### src/rtl/softmax_row_scheduler.sv
// Streams a job of int8 score rows from the score buffer through the softmax unit into the
// probability buffer. The quantization config is latched once per job.
module softmax_row_scheduler #(
  parameter int DATA_W = 256,
  parameter int ADDR_W = 10,
  parameter int ROW_W  = 8
) (
  input  logic              clk,
  input  logic              rst,
  input  logic              start,
  input  logic [ROW_W-1:0]  cfg_num_rows,
  input  logic [ADDR_W-1:0] cfg_rd_base,
  input  logic [ADDR_W-1:0] cfg_wr_base,
  input  logic [15:0]       cfg_in_scale,
  input  logic [15:0]       cfg_out_scale,
  input  logic [5:0]        cfg_shift,
  output logic              busy,
  output logic              done,
  output logic              rd_en,
  output logic [ADDR_W-1:0] rd_addr,
  input  logic [DATA_W-1:0] rd_data,
  output logic              sm_in_valid,
  input  logic              sm_in_ready,
  output logic [DATA_W-1:0] sm_in_data,
  output logic [15:0]       sm_in_scale,
  output logic [15:0]       sm_out_scale,
  output logic [5:0]        sm_shift,
  input  logic              sm_out_valid,
  output logic              sm_out_ready,
  input  logic [DATA_W-1:0] sm_out_data,
  input  logic              wr_ready,
  output logic              wr_en,
  output logic [ADDR_W-1:0] wr_addr,
  output logic [DATA_W-1:0] wr_data
);

  typedef enum logic [1:0] {
    S_IDLE,
    S_RUN,
    S_DONE
  } state_t;

  localparam logic [ROW_W:0] CNT_ONE = 1;

  state_t state, state_next;

  logic [ROW_W:0]      num_rows_q;
  logic [ROW_W:0]      rd_cnt;
  logic [ROW_W:0]      wr_cnt;
  logic [ADDR_W-1:0]   rd_base_q;
  logic [ADDR_W-1:0]   wr_base_q;
  logic                rd_pending;

  logic [DATA_W-1:0]   fifo_mem [2];
  logic                fifo_wr_ptr;
  logic                fifo_rd_ptr;
  logic [1:0]          fifo_count;
  logic                fifo_push;
  logic                fifo_pop;
  logic [1:0]          credit_used;
  logic                start_ok;

  // ---------------------------------------------------------------- FSM
  always_comb begin
    // NOTE: every always_comb output gets a default first so no path leaves it unassigned (no latch).
    state_next = state;
    case (state)
      S_IDLE: if (start) state_next = (cfg_num_rows == '0) ? S_DONE : S_RUN;
      S_RUN:  if (wr_cnt == num_rows_q) state_next = S_DONE;
      S_DONE: state_next = S_IDLE;
      default: state_next = S_IDLE;
    endcase
  end

  always_ff @(posedge clk) begin
    // NOTE: sequential state uses non-blocking assignments so every register samples pre-edge values.
    if (rst) state <= S_IDLE;
    else     state <= state_next;
  end

  assign start_ok = (state == S_IDLE) && start;
  assign busy     = (state != S_IDLE);
  assign done     = (state == S_DONE);

  // ---------------------------------------------------------------- job config
  always_ff @(posedge clk) begin
    if (rst) begin
      num_rows_q   <= '0;
      rd_base_q    <= '0;
      wr_base_q    <= '0;
      sm_in_scale  <= '0;
      sm_out_scale <= '0;
      sm_shift     <= '0;
    end else if (start_ok) begin
      num_rows_q   <= {1'b0, cfg_num_rows};
      rd_base_q    <= cfg_rd_base;
      wr_base_q    <= cfg_wr_base;
      sm_in_scale  <= cfg_in_scale;
      sm_out_scale <= cfg_out_scale;
      sm_shift     <= cfg_shift;
    end
  end

  // ---------------------------------------------------------------- read side
  assign fifo_push = rd_pending;
  assign fifo_pop  = (fifo_count != 2'd0) && sm_in_ready;

  // Slots in use counted net of this cycle's pop, so a drained head frees its slot
  // immediately and a row can be issued every cycle.
  assign credit_used = {1'b0, rd_pending} + fifo_count - {1'b0, fifo_pop};

  assign rd_en   = (state == S_RUN) && (rd_cnt < num_rows_q) && (credit_used < 2'd2);
  assign rd_addr = rd_base_q + ADDR_W'(rd_cnt);

  always_ff @(posedge clk) begin
    if (rst) begin
      rd_cnt     <= '0;
      rd_pending <= 1'b0;
    end else begin
      rd_pending <= rd_en;
      if (start_ok)   rd_cnt <= '0;
      else if (rd_en) rd_cnt <= rd_cnt + CNT_ONE;
    end
  end

  // ---------------------------------------------------------------- 2-entry skid FIFO
  always_ff @(posedge clk) begin
    if (rst) begin
      // NOTE: the two storage words are reset too; sm_in_data is a port and must read 0 out of reset.
      fifo_mem[0] <= '0;
      fifo_mem[1] <= '0;
      fifo_wr_ptr <= 1'b0;
      fifo_rd_ptr <= 1'b0;
      fifo_count  <= 2'd0;
    end else begin
      if (fifo_push) begin
        fifo_mem[fifo_wr_ptr] <= rd_data;
        fifo_wr_ptr           <= ~fifo_wr_ptr;
      end
      if (fifo_pop) fifo_rd_ptr <= ~fifo_rd_ptr;
      case ({fifo_push, fifo_pop})
        2'b10:   fifo_count <= fifo_count + 2'd1;
        2'b01:   fifo_count <= fifo_count - 2'd1;
        default: fifo_count <= fifo_count;
      endcase
    end
  end

  assign sm_in_valid = (fifo_count != 2'd0);
  assign sm_in_data  = fifo_mem[fifo_rd_ptr];

  // ---------------------------------------------------------------- write side
  // Ready is gated by RUN so nothing is drained while idle or in reset.
  assign sm_out_ready = wr_ready && (state == S_RUN);
  assign wr_en        = sm_out_valid && sm_out_ready;
  assign wr_data      = sm_out_data;
  assign wr_addr      = wr_base_q + ADDR_W'(wr_cnt);

  always_ff @(posedge clk) begin
    if (rst)            wr_cnt <= '0;
    else if (start_ok)  wr_cnt <= '0;
    else if (wr_en)     wr_cnt <= wr_cnt + CNT_ONE;
  end

endmodule

### config.mk
export PLATFORM = sky130hd
export DESIGN_NAME = softmax_row_scheduler
export DESIGN_NICKNAME = d
export VERILOG_FILES = /design/src/rtl/softmax_row_scheduler.sv
export SDC_FILE = /design/constraint.sdc
export NUM_CORES = 1
export LEC_CHECK = 0
export ABC_AREA = 0
export CELL_PAD_IN_SITES_DETAIL_PLACEMENT = 2
export CELL_PAD_IN_SITES_GLOBAL_PLACEMENT = 2
export CORE_AREA = 2 2 456 458
export CTS_BUF_LIST = sky130_fd_sc_hd__clkbuf_4 sky130_fd_sc_hd__clkbuf_8
export CTS_CLUSTER_SIZE = 8
export DETAILED_ROUTE_END_ITERATION = 8
export DIE_AREA = 0 0 458 460
export GPL_TIMING_DRIVEN = 0
export HOLD_SLACK_MARGIN = 0.06
export PLACE_DENSITY_LB_ADDON = 0.1
export SYNTH_ARGS = -nofsm -noshare
export SYNTH_HDL_FRONTEND = slang
export SYNTH_SLANG_ARGS = --single-unit
### constraint.sdc
create_clock -name clk -period 14.43 [get_ports clk]
set_input_delay 3.6075 -clock clk [delete_from_list [all_inputs] [get_ports clk]]
set_output_delay 3.6075 -clock clk [all_outputs]
set_load 0.03 [all_outputs]
======== Word-level counts from Yosys, hierarchy flattened ========
Memories as Yosys holds them, arrays and structs flattened. A register that Yosys moved wholly into a read port is not among the register bits.
Index checks and enable logic that the tools add are counted.
cells by class
  order comparisons ....................... 2
  equality and inequality tests ........... 7
  reduce and logical (&&, ||, !) cells .... 14
  $add $sub $neg .......................... 8
  mux-type cells .......................... 15
  bitwise operators ....................... 2
operators by type and width
  operator                                                                number
  256-bit 2-to-1 mux                                                      1
  256-bit OR reduction                                                    1
  10-bit by 9-bit adder with 10-bit output                                2
  9-bit by 1-bit adder with 9-bit output (second input constant)          2
  9-bit by 8-bit equality test with 1-bit output                          1
  9-bit by 8-bit less-than comparator with 1-bit output                   1
  1-bit 2-to-1 mux                                                        9
  8-bit logical NOT                                                       1
  2-bit case mux with 2 select lines                                      2
  1-bit logical AND                                                       6
  2-bit 2-to-1 mux                                                        3
  2-bit nonzero test                                                      3
  2-bit by 1-bit equality test with 1-bit output (second input constant)  2
  2-bit equality test (second input constant)                             2
  2-bit inequality test (second input constant)                           2
  1-bit by 2-bit adder with 2-bit output                                  1
  2-bit by 1-bit adder with 2-bit output (second input constant)          1
  2-bit logical NOT                                                       1
  2-bit less-than comparator (second input constant)                      1
  1-bit NOT                                                               2
  2-bit AND reduction                                                     1
  2-bit OR reduction                                                      1
  2-bit by 1-bit subtractor with 2-bit output                             1
  2-bit by 1-bit subtractor with 2-bit output (second input constant)     1
storage, ports and cells
  word-level logic and storage cells ...... 62
  bits of input ports ..................... 584
  memories ................................ 1
  register bits ........................... 91
  memory bits (writable) .................. 512
  output and inout bits ................... 576
memories
  memory    depth  width  read ports  clocked after memory_dff  wr ports  RTL line  RTL
  fifo_mem  2      256    1           1                         2         54        logic [DATA_W-1:0] fifo_mem [2];

======== Logic depth before layout (Yosys ltp) ========
  depth after elaboration ................. 5
  mapped depth ............................ 10
  depth with buffers taken out ............ 9

======== Worst setup path after synthesis ========
OpenSTA, ideal clock, no wires.
  path type ............................... register to register
  start point ............................. reg rd_pending, in the netlist fifo_push
  end point ............................... mem fifo_mem[0][0], enable pin
  stages on the path, launching flop included .. 3
  period minus slack after synthesis ...... 13074 ps
  data arrival time ....................... 12147 ps
  setup slack ............................. 1356 ps
  setup time .............................. 927 ps
  path buffers ............................ 0
  data required time ...................... 13503 ps
  path through ............................ dfxtp_1 -> inv_1 -> o21bai_1
RTL lines
  element                 RTL line  RTL
  start, declared         52        logic rd_pending;
  start signal, assigned  120       rd_pending <= rd_en;
  end, declared           54

======== Final worst setup path ========
  start point ............................. in sm_in_ready
  end point ............................... out rd_en
on the way
  longest elaborated chain between the ends .. 4
RTL lines
  element                                      RTL line  RTL
  start, declared                              23        input logic sm_in_ready,
  1-bit logical AND                            106       assign fifo_pop = (fifo_count != 2'd0) && sm_in_ready;
  via fifo_pop                                 59        logic fifo_pop;
  2-bit by 1-bit subtractor with 2-bit output  110       assign credit_used = {1'b0, rd_pending} + fifo_count - {1'b0, fifo_pop};
  2-bit less-than comparator                   112       assign rd_en = (state == S_RUN) && (rd_cnt < num_rows_q) && (credit_used < 2'd2);
  1-bit logical AND                            112
  end, declared                                19        output logic rd_en,
The timed path passes the listed nets, and every way through them passes these cells.

==> summary.txt <==
Worst Path Max Fanout - 10
WHS - 454 ps
Ys Warns - 0
Slew Limit Fails - 0
Avg Inst Size Synth - 12.8 um^2
Fin crit share - 0.691
Final setup margin - 4450 ps
Total Routed Length - 134000 um
Area contributors post-synth - edfxtp_1, and2_1, mux2_2, buf_4, dfxtp_1
Maximum VDD drop - 82.7 uV
Most used cell, CP - clkdlybuf4s50_1
Setup CP Type - primary input to primary output
Clk_skew - 99.5 ps
Post-synth top area share - 0.545
Hpwl dp - 103000 um
Pre-CTS WS - 4350 ps
Drt drc - 0
Post-CTS setup buffer count - 0
Post-synth ARST share - 0
Utilization after layout - 0.213
Post-CTS Resized - 0
Synth Cell Area - 28200 um^2
Synth-to-Final Area Change - 55.3%
H-tree depth - 4
Port Buffers - 902
Register area share after synthesis - 0.610
Slowest cell delay on critical path - 790 ps
Hold Buf Count CTS - 0
First-pass GRT wire length - 183000 um
Share of post-route cells with drive strength above 1 - 0.226
Total Routing Usage GR - 0.124
WL per Instance - 22.0 um
Crit-path slowest cell - clkdlybuf4s50_1
Longest Clk Path Bufs - 3
Syn Nets - 2819
Post-synth top cells - and2_1, edfxtp_1, buf_4, mux2_2, nand2_1
Clk sinks - 604
Die W - 458 um
Largest net degree at the start of global routing - 50
Power per cell area - 118 nW/um^2
Number of flops mapped to enable cells by yosys - 512
Pre-antenna DRT Iters - 4
CP top delay family - buffers and inverters
Post-layout min period - 9980 ps
Worst-skew pair later-pin latency - 890 ps
RSZ-0062 raised after global routing - no
Post-DR vias/cell - 3.39
Row cnt - 167
Critical Path, Cell by Cell - clkdlybuf4s50_1 -> and2_1 -> ha_1 -> nor2b_1 -> xnor2_1 -> a211o_1 -> buf_2 -> inv_1 -> clkdlybuf4s50_1
Fill count - 22946
Timing-limited maximum frequency - 100 MHz
Maxcap violations - 0
Reg2Reg Setup Slack - 10810 ps
Worst slew margin - 0.301
Gp weighted congestion - 0.708
Final setup fails - 0
Final antenna-violating net count - 0
DIE AREA - 211000 um^2
Initial core utilization - 0.137
CP endpoint kind - primary output
Status - complete, no violations
Final Hold Vio Count - 0
Root Driver - clkbuf_8
Leak pwr - 16.1 nW
Netlist cell types - 44
Ys flop type - edfxtp_1
DRT iter0 DRCs - 631
Register clock-pin slew on the reported worst setup and hold paths - 50 ps
Startpoint Class - primary input
Most area-hungry cell type in the Yosys netlist - edfxtp_1
Req. time, crit path - 10820 ps
Hold crit path type - register to register
Critical Path AT - 6370 ps
Yosys reg bits - 604
Core Region - 206000 um^2
Die height - 460 um
CP bufs+invs - 4
Vias in the first global route - 23087
CTS tree - built
Most frequent cell after synthesis - and2_1
Mapped Cells - 2204
Io pins - 1160
Layout Nets - 3882
Inserted Clock Buffers - 138
Initial antenna violation count - 44
Routed vias - 20679
GRT Residual Overflow - 0
Slew @ Worst Pin - 1050 ps
cell usage in the layout, fill, tap and decap left out, types with 8 or more instances in the layout:
cell type	synthesis	routed
xnor2_1	14	14
clkdlybuf4s50_1	0	902
ha_1	29	29
edfxtp_1	512	512
diode_2	0	15
buf_4	256	256
nand3_1	8	8
clkinv_1	0	26
o21ai_0	20	20
dfxtp_1	92	92
nor2_1	38	38
and2_1	514	514
inv_1	27	27
nand2_1	154	154
buf_12	0	12
clkbuf_4	0	61
xor2_1	16	16
a21oi_1	83	83
mux2_2	256	256
clkbuf_8	0	145
clkbuf_1	103	103
state kept, by name, summed over array words and instances, names as in the netlist, 2 cells and up, named ones only:
register      cells
rd_base_q        10
state             2
num_rows_q        8
sm_out_scale     16
wr_base_q        10
rd_cnt            9
fifo_mem        512
sm_in_scale      16
wr_cnt            9
sm_shift          6
fifo_count        2
metrics by stage:
| step | std cells | cell area (um^2) | setup TNS [ps] | power [mW] |
|---|---|---|---|---|
| final | 6094 | 43800 | 0 | 5.19 |
| after global routing | 6085 | 43800 | 0 | 5.47 |
| after CTS | 6079 | 43800 | 0 | 5.37 |
| after detailed placement | 5831 | 41100 | 0 | 3.30 |
| after global placement | 5810 | 40600 | -3018310 | 3.34 |
| after floorplan | 2204 | 28200 | 0 | 2.71 |
path summary, 6_finish.rpt:
check / from / to / depth (start not counted)
worst max-delay path: sm_in_ready / rd_en / 9
worst min-delay path: sm_in_scale[6] / sm_in_scale[6] / 2
worst max register to register: fifo_push / fifo_mem[1][254] / 8
worst min register to register: sm_in_scale[6] / sm_in_scale[6] / 2
cell type report:
type	instances	area [um^2]	area share
Timing Repair Buffer	923	9480	0.216
Clock buffer	206	2450	0.0560
Antenna cell	15	37.5	0.000856
Buffer	367	2340	0.0534
Tap cell	2704	3380	0.0772
Inverter	27	101	0.00231
Multi-Input combinational cell	1206	8580	0.196
Clock inverter	42	230	0.00525
Sequential cell	604	17200	0.393
worst min-delay path: stages, from the launching register on:
cell and delay [ps]:
dfxtp_1 300, nand2_1 50, a21oi_1 50
where the power goes:
part	internal [mW]	switching [mW]	total (mW)	leakage, nW
sequential	2.00	0.0319	2.03	6.06
clock	1.09	0.881	1.97	1.43
combinational	0.515	0.678	1.19	8.65
total	3.60	1.59	5.19	16.1
per-layer routing:
metal | global-route usage | vias up | part of all wire
met3 | 0.0467 | 222 | 0.080
li1 | - | 9534 | -
met1 | 0.137 | 10142 | 0.39
met4 | 0.0398 | 30 | 0.022
met5 | 0 | - | 0.0013
met2 | 0.217 | 751 | 0.51
kinds of logic after synthesis:
| group | synth area share |
|---|---|
| AND/OR/NAND/NOR | 0.152 |
| flip-flops | 0.610 |
| buffers and inverters | 0.0866 |
| multiplexers | 0.103 |
| AO/OA/AOI/OAI | 0.0252 |
| adder cells (fa/ha/maj) | 0.0143 |
| XOR/XNOR | 0.00931 |
(Power assumes the default switching activity.)
